===== config.mk =====
export PLATFORM = sky130hd
export DESIGN_NAME = kcpsm_io_ctrl
export DESIGN_NICKNAME = d
export VERILOG_FILES = /design/src/rtl/kcpsm_io_ctrl.sv
export SDC_FILE = /design/constraint.sdc
export NUM_CORES = 1
export LEC_CHECK = 0
export CORE_ASPECT_RATIO = 1.25
export CORE_MARGIN = 2
export CORE_UTILIZATION = 43
export CTS_CLUSTER_SIZE = 20
export DETAILED_ROUTE_END_ITERATION = 10
export HOLD_SLACK_MARGIN = 0.1
export PLACE_DENSITY = 0.83
export SLEW_MARGIN = 10
export SYNTH_ARGS = -nofsm -noshare
export SYNTH_HDL_FRONTEND = slang
export SYNTH_SLANG_ARGS = --single-unit
export TNS_END_PERCENT = 10

===== constraint.sdc =====
create_clock -name CLK1 -period 2.15 [get_ports CLK1]
set_clock_uncertainty 0.2 [all_clocks]
set_input_delay 0.3225 -clock CLK1 [delete_from_list [all_inputs] [get_ports CLK1]]
set_output_delay 0.3225 -clock CLK1 [all_outputs]
set_load 0.1 [all_outputs]

===== src/rtl/kcpsm_io_ctrl.sv =====
// kcpsm_io_ctrl
//   Port-I/O controller between the KCPSM3 soft core and the number-display
//   datapath. Two byte writes (low byte staged, high byte commits) build an
//   atomic DW-bit value. That value is handed downstream over valid/ready.
//   one_second ticks are latched as a sticky status bit that is cleared on read.
//
// Ports
//   CLK1          system clock, posedge
//   arst          synchronous active-high reset
//   port_id       KCPSM3 port address, only [1:0] decoded
//   write_strobe  KCPSM3 output strobe
//   read_strobe   KCPSM3 input strobe
//   out_port      KCPSM3 write data
//   in_port       KCPSM3 read data (combinational on port_id[1:0])
//   tick_in       one_second pulse
//   out_data      committed value to bin2bcd
//   out_valid     out_data valid
//   out_ready     downstream accept
//   Led           mirrors the staged low byte
//
// Build option
//   TICK_COUNT_EN  adds a saturating TCW-bit tick counter, readable on P_LO.
//
// state   | meaning
// --------+----------------------------------------------
// IDLE    | nothing staged or pending
// STAGED  | low byte written, not yet committed
// PEND    | value committed, waiting for out_ready
module kcpsm_io_ctrl #(
  parameter int          DW     = 16,
  parameter logic [1:0]  P_STAT = 2'b00,
  parameter logic [1:0]  P_LO   = 2'b01,
  parameter logic [1:0]  P_HI   = 2'b10,
  parameter logic [1:0]  P_CTL  = 2'b11,
  parameter int          TCW    = 8
) (
  input  logic          CLK1,
  input  logic          arst,
  input  logic [7:0]    port_id,
  input  logic          write_strobe,
  input  logic          read_strobe,
  input  logic [7:0]    out_port,
  output logic [7:0]    in_port,
  input  logic          tick_in,
  output logic [DW-1:0] out_data,
  output logic          out_valid,
  input  logic          out_ready,
  output logic [7:0]    Led
);

  typedef enum logic [1:0] {
    ST_IDLE   = 2'd0,
    ST_STAGED = 2'd1,
    ST_PEND   = 2'd2
  } state_t;

  state_t          state_q, state_d;
  logic [7:0]      stage_lo_q, stage_lo_d;
  logic [DW-1:0]   out_data_q, out_data_d;
  logic            lo_fresh_q, lo_fresh_d;
  logic            overrun_q, overrun_d;
  logic            tick_pend_q, tick_pend_d;
  logic [7:0]      lo_rd;

  logic wr_lo, wr_hi, wr_ctl, rd_stat, xfer;

  assign wr_lo   = write_strobe && (port_id[1:0] == P_LO);
  assign wr_hi   = write_strobe && (port_id[1:0] == P_HI);
  assign wr_ctl  = write_strobe && (port_id[1:0] == P_CTL);
  assign rd_stat = read_strobe  && (port_id[1:0] == P_STAT);

  // out_valid is exactly "a committed value is waiting"
  assign out_valid = (state_q == ST_PEND);
  assign xfer      = out_valid && out_ready;
  assign out_data  = out_data_q;
  assign Led       = stage_lo_q;

  always_comb begin
    state_d     = state_q;
    stage_lo_d  = stage_lo_q;
    out_data_d  = out_data_q;
    lo_fresh_d  = lo_fresh_q;
    overrun_d   = overrun_q;
    tick_pend_d = tick_pend_q;

    // The outgoing transfer is resolved first so a same-cycle write sees
    // the post-transfer state.
    if (xfer) begin
      state_d    = lo_fresh_q ? ST_STAGED : ST_IDLE;
      lo_fresh_d = 1'b0;
    end

    if (wr_lo) begin
      stage_lo_d = out_port;
      if (state_d == ST_PEND) lo_fresh_d = 1'b1;
      else                    state_d    = ST_STAGED;
    end

    if (wr_hi) begin
      out_data_d = DW'({out_port, stage_lo_q});
      state_d    = ST_PEND;
      lo_fresh_d = 1'b0;
      // Replacing a value that is not leaving this cycle loses it.
      if (out_valid && !out_ready) overrun_d = 1'b1;
    end

    if (wr_ctl) begin
      if (out_port[0]) overrun_d = 1'b0;
      if (out_port[1]) begin
        state_d    = ST_IDLE;
        lo_fresh_d = 1'b0;
      end
    end

    // set beats clear so a tick landing on the clearing read is kept
    if (rd_stat) tick_pend_d = 1'b0;
    if (tick_in) tick_pend_d = 1'b1;
  end

  always_ff @(posedge CLK1) begin
    if (arst) begin
      state_q     <= ST_IDLE;
      stage_lo_q  <= '0;
      out_data_q  <= '0;
      lo_fresh_q  <= 1'b0;
      overrun_q   <= 1'b0;
      tick_pend_q <= 1'b0;
    end else begin
      state_q     <= state_d;
      stage_lo_q  <= stage_lo_d;
      out_data_q  <= out_data_d;
      lo_fresh_q  <= lo_fresh_d;
      overrun_q   <= overrun_d;
      tick_pend_q <= tick_pend_d;
    end
  end

`ifdef TICK_COUNT_EN
  logic [TCW-1:0] tick_cnt_q, tick_cnt_d;

  always_comb begin
    tick_cnt_d = tick_cnt_q;
    if (rd_stat) tick_cnt_d = '0;
    if (tick_in && (tick_cnt_d != {TCW{1'b1}})) tick_cnt_d = tick_cnt_d + 1'b1;
  end

  always_ff @(posedge CLK1) begin
    if (arst) tick_cnt_q <= '0;
    else      tick_cnt_q <= tick_cnt_d;
  end

  assign lo_rd = 8'(tick_cnt_q);
`else
  logic [31:0] unused_tcw;
  assign unused_tcw = TCW;
  assign lo_rd      = 8'h00;
`endif

  logic unused_port_hi;
  assign unused_port_hi = ^port_id[7:2];

  always_comb begin
    in_port = 8'h00;
    case (port_id[1:0])
      P_STAT:  in_port = {5'b0, overrun_q, out_valid, tick_pend_q};
      P_LO:    in_port = lo_rd;
      default: in_port = 8'h00;
    endcase
  end

endmodule


==> impl_metrics.tcl <==
set metrics [dict create \
    status "finished, final reports clean" \
    place_congestion 0.768 \
    grt_use_total 0.194 \
    die_h_um 63.3 \
    die_w_um 51.4 \
    syn_area_um2 1210 \
    p_leak_nw 0.670 \
    r2r_cells 3 \
    post-route-period-util 0.926 \
    clk_pin_slew_ns 0.09 \
    place_hpwl_um 2190 \
    core_um2 2680 \
    powerDensity_nw_per_um2 744 \
    clkLatencyLatePin_ns 0.33 \
    clock-sinks 29 \
    crit_type "input pin to output port" \
    wl_per_cell_um 13.0 \
    overflow 0 \
    clockBufferDepth 2 \
    vias_per_cell 5.01 \
    syn_inst 139 \
    port_buffers 43 \
    whs_path_depth 2 \
    vias 1098 \
    grt_pass1_vias 1074 \
    grt_max_degree 22 \
    grt_pass1_wl_um 4600 \
    synth_top_family_by_area "simple AND/OR/NAND/NOR gates" \
    antenna_found_initial 0 \
    synth-edff-count 0 \
    synth_fa_ha_area_frac 0 \
    drv_cap 0 \
    h-tree-depth 2 \
    cp-start-kind "input pin" \
    finalWorstSetupSlack_ns 0.158 \
    ys.flop_type "dfxtp_1" \
    fmax_mhz 502 \
    yosysTopAreaCell "dfxtp_1" \
    cts_buffers 5 \
    pre_cts_ws_ns 0.0489 \
    cts_tree "done" \
    ctsHoldBuffers 0 \
    routed_wl_um 2840 \
    area_growth_pct 41.8 \
    drtPass1Iterations 6 \
    cp_slowest_stage_delay_ns 0.59 \
    yosysWarnings 0 \
    vdd_drop_max_mv 0.553 \
    io_pins 55 \
    ys_top_cells_by_count "48 x nand2_1, 29 x dfxtp_1, 20 x a21oi_1" \
    finalHoldViolCount 0 \
    slowest_stage "clkdlybuf4s50_1" \
    drv_slew 0 \
    hold_class "flop to flop" \
    post_cts_buffers 0 \
    synth-seq-area-share 0.480 \
    synth_xor_area_frac 0 \
    worst-endpoint-required_ns 1.63 \
    synth_most_common_cell "nand2_1" \
    synth.area.mux_share 0 \
    fin_nets 206 \
    rows 21 \
    setup_viol 0 \
    cts-root-buf "clkbuf_4" \
    final_util 0.640 \
    ant_nets 0 \
    dpl_cell_area_um2 1630 \
    synth_simple_gate_area_frac 0.239 \
    initial_core_util 0.451 \
    syn_avg_cell_area_um2 8.70 \
    setup_tns_ns 0 \
    drive_above_1_share 0.319 \
    synthArstFlopShare 0 \
    drcViolationCount 0 \
    fin_area_um2 1710 \
    arrival_ns 1.47 \
    synth_compound_area_frac 0.182 \
    drtIter0Drc 17 \
    synth_top_area_share 0.480 \
    end_kind "output port" \
    synth_area_leaders "dfxtp_1 48%, nand2_1 15%, a21oi_1 8.3%" \
    dieArea_um2 3250 \
    min_period_ns 1.99 \
    post_cts_resized 0 \
    cp_max_fo 10 \
    ys_ff_latch 29 \
    rsz0062_at_grt "false" \
    finalPower_mw 1.28 \
    diodes 0 \
    synth_cell_types 25 \
    crit_chain "clkdlybuf4s50_1 -> nor3b_2 -> buf_12" \
    reg2reg_slack_ns 0.64 \
]
## layer usage
layer / vias to the layer above / part of all wire / track usage
met4: 0 / 0.023 / 0.0921
met2: 42 / 0.53 / 0.351
met5: - / 0 / 0
met3: 7 / 0.078 / 0.0782
met1: 507 / 0.37 / 0.183
li1: 542 / - / -
## state kept, by name, indices dropped and copies added (netlist names)
| signal | flops |
|---|---|
| state_q | 2 |
| out_data | 16 |
| lo_fresh_q | 1 |
| Led | 8 |
| tick_pend_q | 1 |
| overrun_q | 1 |
## report_power, final
group          switching, mW  total (mW)  internal [mW]  leakage (nW)
clock                  0.186       0.463          0.278        0.0455
sequential           0.00979       0.561          0.551         0.236
combinational          0.183       0.251         0.0679         0.389
total                  0.379        1.28          0.896         0.670
## path summary, 6_finish.rpt
check,startpoint,endpoint
setup / recovery,port_id[0],in_port[0]
hold / removal,out_data[2]$_SDFFE_PP0P_,out_data[2]$_SDFFE_PP0P_
setup reg to reg,state_q[0]$_SDFF_PP0_,overrun_q$_SDFF_PP0_
hold reg to reg,out_data[2]$_SDFFE_PP0P_,out_data[2]$_SDFFE_PP0P_
## per-stage QoR
stage	hold WS [ns]	std cells
after floorplan	0.214	143
after global placement	0.244	211
after detailed placement	0.250	211
after CTS	0.263	219
after global routing	0.284	219
final	0.259	219
## final cells by class
cell class	count	area, µm²
fill	244	966
sequential	29	582
multi-input combinational	100	557
timing repair buffer	48	448
clock buffer	7	55.1
tap	34	42.5
clock inverter	1	30.0
## critical path: cells and delay by family
family | cells | cell delay (ns)
and+or+nand+nor | 1 | 0.34
buffers and inverters | 2 | 0.80
## cell families after synthesis
family                 Yosys count
AOI/OAI and AO/OA               33
and+or+nand+nor                 62
other                            1
DFF                             29
buffers and inverters           14
## layout by cell type (no fill, tap or decap), types with 2 or more instances in the layout
master,instances
a211oi_1,3
a21oi_1,20
a21oi_2,7
buf_12,4
buf_4,29
clkbuf_4,5
clkdlybuf4s50_1,15
conb_1,5
dfxtp_1,28
nand2_1,48
nand3b_2,2
nor3b_2,2
Power figures use the tool's default switching activity.
